### config.mk
export PLATFORM = sky130hd
export DESIGN_NAME = pipe_reg
export DESIGN_NICKNAME = d
export VERILOG_FILES = /design/src/rtl/pipe_reg.sv
export SDC_FILE = /design/constraint.sdc
export NUM_CORES = 1
export LEC_CHECK = 0
export ABC_AREA = 1
export CAP_MARGIN = 20
export CORE_MARGIN = 1
export CORE_UTILIZATION = 59
export CTS_CLUSTER_DIAMETER = 120
export DETAILED_ROUTE_END_ITERATION = 10
export PLACE_DENSITY = 0.93
export SLEW_MARGIN = 20
export SYNTH_ARGS = -nofsm -noshare
export SYNTH_HDL_FRONTEND = slang
export SYNTH_SLANG_ARGS = --single-unit
### constraint.sdc
create_clock -name clk_i -period 2.86 [get_ports clk_i]
set_input_delay 0.429 -clock clk_i [delete_from_list [all_inputs] [get_ports clk_i]]
set_output_delay 0.429 -clock clk_i [all_outputs]
set_load 0.05 [all_outputs]
### src/rtl/pipe_reg.sv
// Elastic valid/ready pipeline register, DEPTH stages of forward or skid type.
// Occupancy counter tracks words held; flush clears every stage in one edge.
module pipe_reg #(
  parameter int               WIDTH       = 8,
  parameter int               DEPTH       = 2,
  parameter int               MODE        = 1,
  parameter logic [WIDTH-1:0] RESET_VALUE = '0,
  parameter int               CNT_W       = (DEPTH > 0) ? $clog2(2*DEPTH+1) : 1
) (
  input  logic             clk_i,
  input  logic             rst_ni,
  input  logic             flush_i,
  input  logic             valid_i,
  output logic             ready_o,
  input  logic [WIDTH-1:0] data_i,
  output logic             valid_o,
  input  logic             ready_i,
  output logic [WIDTH-1:0] data_o,
  output logic [CNT_W-1:0] count_o
);

  typedef enum logic [1:0] {
    EMPTY,
    HALF,
    FULL
  } stage_e;

  if (DEPTH == 0) begin : g_wire
    assign valid_o = valid_i;
    assign data_o  = data_i;
    assign ready_o = ready_i;
    assign count_o = '0;
  end else begin : g_pipe
    logic [DEPTH:0]            vld;
    logic [DEPTH:0][WIDTH-1:0] dat;
    logic [DEPTH:0]            rdy;
    logic [DEPTH-1:0]          busy;
    logic [CNT_W-1:0]          cnt_q;
    logic                      in_hs;
    logic                      out_hs;

    assign vld[0]  = valid_i;
    assign dat[0]  = data_i;
    assign ready_o = rdy[0];
    assign valid_o = vld[DEPTH];
    assign data_o  = dat[DEPTH];
    assign count_o = cnt_q;
    assign in_hs   = valid_i && rdy[0];
    assign out_hs  = vld[DEPTH] && ready_i;

    // Forward stages pass ready through; skid stages only look at their flop.
    always_comb begin
      rdy        = '0;
      rdy[DEPTH] = ready_i;
      for (int k = DEPTH - 1; k >= 0; k--) begin
        rdy[k] = !busy[k] || (MODE == 0 && rdy[k+1]);
      end
    end

    for (genvar i = 0; i < DEPTH; i++) begin : g_stage
      if (MODE == 1) begin : g_skid
        stage_e           st_q;
        logic [WIDTH-1:0] main_q;
        logic [WIDTH-1:0] skid_q;
        logic             acc;
        logic             dn;

        assign acc = vld[i] && (st_q != FULL);
        assign dn  = (st_q != EMPTY) && rdy[i+1];

        always_ff @(posedge clk_i or negedge rst_ni) begin
          if (!rst_ni) begin
            st_q   <= EMPTY;
            main_q <= RESET_VALUE;
            skid_q <= RESET_VALUE;
          end else if (flush_i) begin
            st_q   <= EMPTY;
            main_q <= RESET_VALUE;
            skid_q <= RESET_VALUE;
          end else begin
            case (st_q)
              EMPTY: begin
                if (acc) begin
                  st_q   <= HALF;
                  main_q <= dat[i];
                end
              end
              HALF: begin
                if (acc && dn) begin
                  main_q <= dat[i];
                end else if (acc) begin
                  st_q   <= FULL;
                  skid_q <= dat[i];
                end else if (dn) begin
                  st_q   <= EMPTY;
                end
              end
              FULL: begin
                if (dn) begin
                  st_q   <= HALF;
                  main_q <= skid_q;
                end
              end
              default: st_q <= EMPTY;
            endcase
          end
        end

        assign busy[i]  = (st_q == FULL);
        assign vld[i+1] = (st_q != EMPTY);
        assign dat[i+1] = main_q;
      end else begin : g_fwd
        logic             v_q;
        logic [WIDTH-1:0] d_q;

        always_ff @(posedge clk_i or negedge rst_ni) begin
          if (!rst_ni) begin
            v_q <= 1'b0;
            d_q <= RESET_VALUE;
          end else if (flush_i) begin
            v_q <= 1'b0;
            d_q <= RESET_VALUE;
          end else if (rdy[i]) begin
            v_q <= vld[i];
            if (vld[i]) d_q <= dat[i];
          end
        end

        assign busy[i]  = v_q;
        assign vld[i+1] = v_q;
        assign dat[i+1] = d_q;
      end
    end

    always_ff @(posedge clk_i or negedge rst_ni) begin
      if (!rst_ni) begin
        cnt_q <= '0;
      end else if (flush_i) begin
        cnt_q <= '0;
      end else begin
        unique case (1'b1)
          in_hs && !out_hs: cnt_q <= cnt_q + 1'b1;
          out_hs && !in_hs: cnt_q <= cnt_q - 1'b1;
          default:          cnt_q <= cnt_q;
        endcase
      end
    end
  end

endmodule

# Yosys cells after proc, flatten, opt, wreduce, memory -nomap -nowiden
# Index checks and enable logic that the tools add are counted.
# totals
ff_bits,39
inputBits,13
output_inout_bits,13
wordCells,89
# classes
add_sub_neg,2
n_eq_ne,18
mux,32
reduce_logical,30
# op_table
operator,count
8-bit two-way mux,14
8-bit one-hot mux with 3 select lines,2
2-bit two-way mux,12
3-bit != test (second input constant),6
4-bit AND reduction,4
2-bit one-hot mux with 3 select lines,2
2-bit nonzero test,6
1-bit logical AND,9
2-bit != test (second input constant),4
4-bit != test (second input constant),2
4-bit nonzero test,2
3-bit by 2-bit != test with 1-bit output (second input constant),2
3-bit one-hot mux with 2 select lines,1
3-bit AND reduction,2
2-bit by 1-bit equality test with 1-bit output (second input constant),2
2-bit equality test (second input constant),2
1-bit logical NOT,4
2-bit logical NOT,2
3-bit by 1-bit adder with 3-bit output (second input constant),1
3-bit two-way mux,1
3-bit nonzero test,1
3-bit by 1-bit subtractor with 3-bit output (second input constant),1

# Longest topological paths before layout
# logic_depth
ltp_word,8
mapped_depth,12
mapped_depth_nobuf,11

# Least setup slack after synthesis
# No wires, ideal clock.
# synth_timing
kind,register -> register
startpoint,register g_pipe.g_stage[0].g_skid.st_q[1]
endpoint,register g_pipe.cnt_q[2] (netlist: count_o[2])
setup_ps,119
arrival_time_ps,1767
required_time_ps,2741
setup_slack_ps,974
stages_incl_launch_ff,12
path_buffers,1
period_less_slack_ps,1886
cell_sequence,dfrtp_1 -> nand2_1 -> buf_4 -> nand2_2 -> nand2_1 -> inv_1 -> fa_1 -> xor2_1 -> nand2_1 -> o21ai_1 -> nand2_1 -> nand2_1
# synth_via
elab_chain_len,7
word_cells_on_any_way,9
cone_classes,eq/ne: 1; mux: 2; reduce/logical: 6
# synth_lines
item,line_no,text
start: declaration,62,stage_e st_q;
start signal: assignment,73,st_q <= EMPTY;
start signal: assignment,77,st_q <= EMPTY;
start signal: assignment,84,st_q <= HALF;
2-bit equality test *,109,assign busy[i] = (st_q == FULL);
1-bit logical NOT *,56,rdy[k] = !busy[k] || (MODE == 0 && rdy[k+1]);
net ready_o,14,"output logic ready_o,"
1-bit logical AND *,48,assign in_hs = valid_i && rdy[0];
1-bit logical NOT,143,out_hs && !in_hs: cnt_q <= cnt_q - 1'b1;
1-bit logical AND,143,
3-bit one-hot mux with 2 select lines,141,unique case (1'b1)
3-bit two-way mux,138,end else if (flush_i) begin
end signal: assignment,142,in_hs && !out_hs: cnt_q <= cnt_q + 1'b1;
end signal: assignment,143,
end signal: assignment,144,default: cnt_q <= cnt_q;
end: declaration,38,logic [CNT_W-1:0] cnt_q;
# The timed path passes the listed nets; every way through them passes the cells marked *.
# A chain may end at the register's enable or synchronous reset.

# Final worst setup path
# layout_timing
startpoint,register g_pipe.g_stage[0].g_skid.st_q[1]
endpoint,output port ready_o
# layout_via
elab_chain_len,2
# layout_lines
item,line_no
2-bit equality test,109
1-bit logical NOT,56
end: declaration,14
# Every way passes these cells.

==> impl_results.md <==
- Ys async rst share: 1.00
- Final Cycle Share: 0.847
- Vias: 1846
- Util after Layout: 0.708
- Final setup fails: 0
- Compound-Gate Fraction of Synth Area: 0.0872
- Most frequent cell after synthesis: nand2_1
- Hold crit path type: in2async
- Synth Area in Adders: 0.00963
- Initial core utilization: 0.618
- Die Wd: 61.4 um
- RSZ-0062 raised after global routing: no
- Core area: 3360 um^2
- Netlist Area Pre-Place: 2080 um^2
- Max stage delay on crit path: 0.88 ns
- Worst setup SP type: flip-flop
- CTS Buffer Depth: 2
- Register area share after synthesis: 0.469
- Clock latency on the worst-skew pair: 0.35 ns
- Worst Path Buf+Inv: 1
- Main flop type after synthesis: dfrtp_1
- Final min period: 2.42 ns
- Die height: 61.4 um
- Hold_ws: 0.171 ns
- Non-filler cells in the finished layout: 333
- Tot GR Track Use: 0.251
- Post-Synth XOR/XNOR Area: 0.00421
- Reg area: 976 um^2
- 1st-pass router iterations: 5
- H-tree depth: 2
- Max-cap viol count: 0
- Worst-Margin Slew: 0.849 ns
- Multi-input logic area: 956 um^2
- Syn nets: 276
- Initial antenna violation count: 0
- Fillers: 273
- Clock skew: 0.00881 ns
- WL final: 4210 um
- Total CTS buffers: 5
- CP startpoint: g_pipe.g_stage[0].g_skid.st_q[1]
- Post-synth cell types: 26
- Number of synthesized flops with an enable pin: 0
- CTS root buf: clkbuf_4
- Syn. warnings: 0
- Crit. End Element: output port
- Routed Antenna Nets: 0
- Simple-gate share of the synthesized area: 0.359
- DP Cell Count: 325
- Power per cell area: 549 nW/um^2
- Synthesized flop and latch total: 39
- Vias in the first global route: 1584
- Largest vdd supply drop: 265 uV
- Die area: 3770 um^2
- Gpl congestion: 0.931
- P_leak: 0.00120 uW
- Via density: 5.54
- Largest net degree at the start of global routing: 40
- Reg2reg start: g_pipe.g_stage[0].g_skid.st_q[1]
- Initial DRC Count: 116
- Critical-path cell list: nand2_1 > clkdlybuf4s50_1
- Total Power: 1310 uW
- Row cnt: 21
- Synth area leader: dfrtp_1
- # hold bufs at CTS: 0
- Clk slew on worst S/H paths: 0.12 ns
- Final #Nets: 300
- Share of layout cells above drive strength 1: 0.122
- RR Endpoint: count_o[2]
- Post-CTS setup buffers: 0
- Slew headroom: 0.434
- CP Depth: 2
- Remaining global-route overflow: 0
- Critical path type: reg2out
- I/O Buffers: 25
- CP arrival: 1.99 ns
- CTS tree: done
- Top Ports: 26
- Main combinational cell family by area after synthesis: simple AND/OR/NAND/NOR gates
- Max Fanout on Critical Path: 11
- Cell family with most CP delay: buffers and inverters
- Worst r2r path cells: 10
- Area Growth Syn to Fin: 14.5%
- Cells after synthesis: 262
- DP HPWL: 2980 um
- Slowest-stage cell, CP: clkdlybuf4s50_1
- CP required: 2.43 ns
- Diode count: 0
- Setup_tns: 0 ns
- Post-synthesis mux area share: 0
- Final Hold Viols: 0
- Clock sinks: 39
- R2R setup slack: 0.84 ns
- Top cells by count, synth: nand2_1 (82), nand3_1 (41), dfrtp_1 (39)
- Routed len/inst: 12.7 um
- Synth Area per Inst: 7.94 um^2
- Status: complete, no violations
- Max frequency: 0.413 GHz
- First-pass GRT wire length: 6890 um
- Post-cts resize count: 0
- Pins Over Slew Limit: 0
- Crit path to: ready_o
- Residual DRC count: 0
- Top cells by area, synth: dfrtp_1 (47%), nand2_1 (15%), nand3_1 (9.9%), a21oi_1 (4.3%), inv_1 (2.5%)
- Synth top area share: 0.469
cell usage in the layout (no fill, tap or decap), types with 5 or more instances in the layout:
cell type | Yosys | final
a21oi_1 | 18 | 18
clkbuf_4 | 0 | 5
clkdlybuf4s50_1 | 0 | 24
dfrtp_1 | 39 | 39
inv_1 | 14 | 14
inv_2 | 6 | 6
nand2_1 | 82 | 82
nand3_1 | 41 | 41
nand4_1 | 6 | 6
nor2_1 | 14 | 14
o21ai_1 | 8 | 8
where the power goes:
group / switching (uW) / internal (uW) / total [uW]
registers: 40.1 / 598 / 638
logic: 262 / 124 / 386
clock network: 190 / 93.8 / 284
stage by stage:
stage          setup WS [ns]  instance area [um^2]
6_report               0.437                  2380
5_1_grt                0.352                  2380
4_1_cts                0.427                  2380
3_5_place_dp           0.544                  2320
3_3_place_gp           0.642                  2320
2_1_floorplan          0.974                  2080
worst min path at each step:
stage / depth (start not counted) / endpoint / slack, ns / startpoint
final: 1 / data_o[2] / 0.17 / rst_ni
after global routing: 1 / g_pipe.g_stage[1].g_skid.skid_q[3] / 0.20 / rst_ni
after CTS: 1 / g_pipe.g_stage[1].g_skid.skid_q[3] / 0.19 / rst_ni
after detailed placement: 2 / data_o[2] / 0.46 / data_o[2]
after global placement: 2 / data_o[4] / 0.45 / data_o[4]
after floorplan: 0 / count_o[0] / 0.13 / rst_ni
cell type report:
type / instances / share of cell area
clock buffer: 5 / 0.0158
clock inverter: 3 / 0.00841
inverter: 21 / 0.0342
multi-input combinational: 193 / 0.401
sequential: 39 / 0.410
tap: 46 / 0.0242
timing repair buffer: 26 / 0.106
cells by family after synthesis:
group,count (synthesis)
AND/OR/NAND/NOR,158
XOR/XNOR,1
flip-flops,39
AO/OA/AOI/OAI,33
buffers and inverters,30
adder cells (fa/ha/maj),1
layer usage:
| metal | vias to the layer above | track usage | wire, um | share of wire |
|---|---|---|---|---|
| li1 | 914 | - | - | - |
| met1 | 853 | 0.310 | 1810 | 0.43 |
| met2 | 71 | 0.411 | 2060 | 0.49 |
| met3 | 8 | 0.0672 | 269 | 0.064 |
| met4 | 0 | 0.121 | 74 | 0.018 |
| met5 | - | 0 | 0 | 0 |
state kept, by name, indices dropped and copies added, names as in the netlist:
signal,flops
count_o,3
data_o,8
g_pipe.g_stage.g_skid.main_q,8
g_pipe.g_stage.g_skid.skid_q,16
g_pipe.g_stage.g_skid.st_q,4
Note: power is estimated with default switching activity, not from simulation.
